==> src/rtl/clk_div_pkg.sv <==
// Shared constants and helpers for the programmable clock divider.
// Half-period values are in system-clock cycles.
package clk_div_pkg;

  localparam int DIV_WIDTH_DEFAULT = 25;
  localparam int DIV_50HZ_HALF     = 12500;
  localparam int DIV_1KHZ_HALF     = 625;

  // A divisor is usable when it is nonzero and fits in w bits.
  function automatic logic div_legal(
    input logic [63:0] v,
    input int          w
  );
    logic fits;
    fits = (w >= 64) ? 1'b1 : ((v >> w) == 64'd0);
    return (v != 64'd0) && fits;
  endfunction

endpackage

==> src/rtl/prog_clk_div.sv <==
// Runtime-programmable 50% duty clock divider with rise/fall ticks.
// Optional macro SYNC_CLR_EN adds a synchronous phase-clear input.
module prog_clk_div
  import clk_div_pkg::*;
#(
  parameter int WIDTH       = DIV_WIDTH_DEFAULT,
  parameter int DEFAULT_DIV = DIV_50HZ_HALF
) (
  input  logic             clk,
  input  logic             rst,
`ifdef SYNC_CLR_EN
  input  logic             sync_clr,
`endif
  input  logic             en,
  input  logic [WIDTH-1:0] div_val,
  input  logic             div_load,
  output logic             clk_div,
  output logic             tick_rise,
  output logic             tick_fall,
  output logic             pending,
  output logic             load_err
);

  logic [WIDTH-1:0] cnt;
  logic [WIDTH-1:0] hp;
  logic [WIDTH-1:0] shadow;

  logic [WIDTH-1:0] cnt_n;
  logic [WIDTH-1:0] hp_n;
  logic [WIDTH-1:0] shadow_n;
  logic             pending_n;
  logic             clk_div_n;
  logic             rise_n;
  logic             fall_n;

  logic             clr;
  logic             ld_ok;
  logic             ld_bad;
  logic             wrap;

`ifdef SYNC_CLR_EN
  assign clr = sync_clr;
`else
  assign clr = 1'b0;
`endif

  assign ld_ok  = div_load & div_legal(64'(div_val), WIDTH);
  assign ld_bad = div_load & ~ld_ok;
  assign wrap   = (cnt == hp - WIDTH'(1));

  // Next-state: counter, divided clock, ticks and divisor hand-over.
  always_comb begin
    cnt_n     = cnt;
    hp_n      = hp;
    shadow_n  = shadow;
    pending_n = pending;
    clk_div_n = clk_div;
    rise_n    = 1'b0;
    fall_n    = 1'b0;

    if (ld_ok) begin
      shadow_n  = div_val;
      pending_n = 1'b1;
    end

    if (clr) begin
      cnt_n     = '0;
      clk_div_n = 1'b0;
    end else if (en) begin
      if (wrap) begin
        cnt_n     = '0;
        clk_div_n = ~clk_div;
        rise_n    = ~clk_div;
        fall_n    = clk_div;
        // Falling wrap closes a full period: safe point to swap hp.
        // A valid load arriving right here bypasses the shadow.
        if (clk_div) begin
          if (ld_ok) begin
            hp_n      = div_val;
            pending_n = 1'b0;
          end else if (pending) begin
            hp_n      = shadow;
            pending_n = 1'b0;
          end
        end
      end else begin
        cnt_n = cnt + WIDTH'(1);
      end
    end else if (pending) begin
      // Stopped divider: no period to protect, restart from low phase.
      hp_n      = ld_ok ? div_val : shadow;
      cnt_n     = '0;
      clk_div_n = 1'b0;
      pending_n = 1'b0;
    end
  end

  // State and registered outputs.
  always_ff @(posedge clk or posedge rst) begin
    if (rst) begin
      cnt       <= '0;
      hp        <= WIDTH'(DEFAULT_DIV);
      shadow    <= WIDTH'(DEFAULT_DIV);
      pending   <= 1'b0;
      clk_div   <= 1'b0;
      tick_rise <= 1'b0;
      tick_fall <= 1'b0;
      load_err  <= 1'b0;
    end else begin
      cnt       <= cnt_n;
      hp        <= hp_n;
      shadow    <= shadow_n;
      pending   <= pending_n;
      clk_div   <= clk_div_n;
      tick_rise <= rise_n;
      tick_fall <= fall_n;
      load_err  <= ld_bad;
    end
  end

endmodule

==> config.mk <==
export PLATFORM = sky130hd
export DESIGN_NAME = prog_clk_div
export DESIGN_NICKNAME = d
export VERILOG_FILES = /design/src/rtl/clk_div_pkg.sv /design/src/rtl/prog_clk_div.sv
export SDC_FILE = /design/constraint.sdc
export NUM_CORES = 1
export LEC_CHECK = 0
export ABC_AREA = 1
export ABC_CLOCK_PERIOD_IN_PS = 6700
export CAP_MARGIN = 15
export CELL_PAD_IN_SITES_DETAIL_PLACEMENT = 0
export CELL_PAD_IN_SITES_GLOBAL_PLACEMENT = 1
export CORE_ASPECT_RATIO = 0.8
export CORE_MARGIN = 4
export CORE_UTILIZATION = 48
export DETAILED_ROUTE_END_ITERATION = 8
export GPL_TIMING_DRIVEN = 1
export PLACE_DENSITY_LB_ADDON = 0.2
export SETUP_SLACK_MARGIN = 0.02
export SYNTH_ARGS = -nofsm -noshare
export SYNTH_HDL_FRONTEND = slang
export SYNTH_SLANG_ARGS = --single-unit
==> constraint.sdc <==
create_clock -name clk -period 6.7 [get_ports clk]
set_input_delay 2.01 -clock clk [delete_from_list [all_inputs] [get_ports clk]]
set_output_delay 2.01 -clock clk [all_outputs]
set_load 0.01 [all_outputs]
==> metrics.txt <==
hold_ws 0.494 ns; Slowest-stage cell, CP nand2_1; share of the synthesized area in the top cell type 34.9%; Mapped Cells 622; Net Switching 0.533 mW; Post-Route Skew 0.00532 ns; Hold Startpoint shadow[5]; slowest stage delay, CP 0.51 ns; Post-DP HPWL 8740 um; Post-synth EDFFs 0; Vias/cell 5.19; mux contribution to synthesized area 2.74%; WP depth 11; hold buffer count at CTS 0; max cap viols 0; antenna violations before repair 0; crit path capture hp[21]; Worst-Margin Slew 0.814 ns; Worst Setup Start Kind input port; most frequent cell after synthesis nand2_1; Peak Freq 217 MHz; RD Place Congestion 0.959; Crit path required time 6.98 ns; fin. max-slew vios 0; Synth Area in Compound Gates 5.46%; CP Buf/Inv Count 2; worst setup path startpoint div_val[22]; largest net degree at the start of global routing 45; Sum Neg Setup Slack 0 ns; FF/Latch Area 2020 um2; final-stage net count 681; r2r startpoint hp[0]; Leak 2.59 nW; ys async rst share 100%; Die Y-Extent 98.2 um; CTS H-tree lvls 3; Ports 34; Final Hold Fails 0; # rows 32; Synth area leaders dfrtp_1, nand2_1, dfstp_2, nand4_1, xor2_1; Yosys reg bits 80; syn nets 653; CTS sink cnt 80; worst r2r dst hp[21]; global-route wire length before repair 19,700 um; final setup fails 0; kind of cell adding the most delay to the critical path simple AND/OR/NAND/NOR gates; Tcrit/Tclk final 68.9%; clock latency on the worst-skew pair 0.34 ns; area of the multi-input gates 2470 um2; Synth Cell Area 4880 um2; root buf cell clkbuf_16; status finished, final reports clean; ANT cells 0; synthesized area per cell 7.84 um2; CP cell instances clkdlybuf4s50_1, nor2_1, nand3_1, nor3_1, nand4_1, nand2_1, buf_4, nand3_4, nand3_4, nand2_1, nand2_1; Seq pwr share 39.6%; post-synthesis simple-gate area fraction 34.2%; Fill cells 938; Worst EP arrival 4.90 ns; Reg clk slew, reported paths 0.06 ns; post-synthesis xor/xnor area fraction 7.72%; Seq/Total Area, Yosys 41.4%; Comb power frac 26.9%; Die Area 11,800 um2; Area growth syn-to-layout 14.4%; Max VDD drop 0.000132 V; drt total wl 11,500 um; CP Capture Type register; Period minus WS final 4.62 ns; Top FF cell, synth dfrtp_1; Sw Ratio 34.5%; DR vias 4,102; most frequent cells after synthesis nand2_1, dfrtp_1, inv_1; CTS tree yes; clock share of power 33.5%; critical path peak fanout 26; Initial Util 49.9%; post_cts resized 0; Pint 1.01 mW; Synth Area in Adders 0.513%; DRT Pass-1 Iters 5; Yosys top cell by area dfrtp_1; 1st-iter DRT viols 272; Routed Antenna Nets 0; HP Class register to register; Num CTS Buffers 9; RSZ-0062 raised after global routing no; Slew HR 45.6%; reg2reg setup slack 3.71 ns; die width 121 um; total global-route track usage 20.8%; most used cell, CP nand2_1; Synth Warn # 0; reg2reg path depth 17; share of layout cells above drive strength 1 10.8%; # DRC 0; WL per Instance 14.6 um; worst setup path class input port to register; CTS max path bufs 2; Setup Buffers After CTS 0; vias in the first global route 4,047; Power Density 277 nW/um2; total gr overflow 0; number of port buffers 33; total core area 9770 um2; largest family of logic cells by synthesized area simple AND/OR/NAND/NOR gates; unique cell type count in the Yosys netlist 40
stage by stage:
stage	instances	instance area, um2	utilization, %	setup WS (ns)	power, mW
after floorplan	622	4880	-	2.66	0.927
after global placement	775	5260	53.9	1.74	1.02
after detailed placement	775	5260	53.9	1.72	1.03
after CTS	791	5580	57.1	2.06	1.56
after global routing	791	5580	57.1	1.73	1.65
final	791	5580	57.1	2.08	1.55
registers in the layout, summed over array words and instances (netlist names):
register	count
hp	25
load_err	1
tick_fall	1
tick_rise	1
pending	1
cnt	25
clk_div	1
shadow	25
worst min path at each step:
stage / endpoint / slack (ns) / depth (start not counted)
6_report: shadow[5] / 0.49 / 1
2_1_floorplan: hp[24] / 0.46 / 2
3_5_place_dp: shadow[3] / 0.48 / 1
5_1_grt: hp[12] / 0.51 / 2
4_1_cts: shadow[5] / 0.50 / 1
3_3_place_gp: shadow[22] / 0.48 / 1
area by class of cell:
type                    count  share of cell area [%]
multi-input cells         457                    44.3
clock buffers              11                    4.53
well taps                 136                    3.05
clock inverters             5                    1.12
flip-flops and latches     80                    36.2
repair buffers             37                    6.46
inverters                  65                    4.37
power by group through the flow:
stage | sequential (mW) | clock [mW] | combinational (mW)
detailed placement | 0.621 | 0 | 0.411
global placement | 0.620 | 0 | 0.399
floorplan | 0.600 | 0 | 0.327
global route | 0.621 | 0.550 | 0.474
CTS | 0.613 | 0.530 | 0.414
finish | 0.612 | 0.519 | 0.416
layout by cell type (no fill, tap or decap), types with 14 or more instances in the layout:
cell	netlist	layout
nand4_1	46	46
inv_1	61	60
clkdlybuf4s50_1	0	33
nor2_1	57	57
dfrtp_1	68	68
nand2_1	183	183
o22ai_1	14	14
nand3_1	27	27
xor2_1	27	27
o21ai_0	23	23
xnor2_1	16	16
logic make-up (layout without fill, tap and decap cells):
| group | Yosys count | in the layout |
|---|---|---|
| xor gates and xnor gates | 43 | 43 |
| adders and majority gates | 2 | 2 |
| muxes | 12 | 12 |
| and+or+nand+nor | 354 | 354 |
| AOI/OAI and AO/OA | 46 | 46 |
| buffers and inverters | 85 | 118 |
| DFF | 80 | 80 |
worst reg2reg max path, stage by stage (launching register included):
cell and delay [ns]:
dfrtp_1 0.42, inv_1 0.15, ha_1 0.23, nand2_2 0.14, nor2_8 0.21, nand2_4 0.09
nor2_2 0.10, nand2_1 0.05, nand2_1 0.09, nand2_1 0.06, nor2_1 0.10, nand3_1 0.16
nor2_4 0.18, nand2_2 0.08, nand2_4 0.26, nand3_4 0.32, nand2_1 0.17, nand2_1 0.06
layer usage:
metal | track usage [%] | vias up | share of wire [%]
met3 | 4.52 | 14 | 3.7
met5 | 0 | - | 0
li1 | - | 2078 | -
met2 | 33.2 | 69 | 46
met4 | 5.23 | 0 | 1.2
met1 | 28.8 | 1941 | 49
Power figures use the tool's default switching activity.
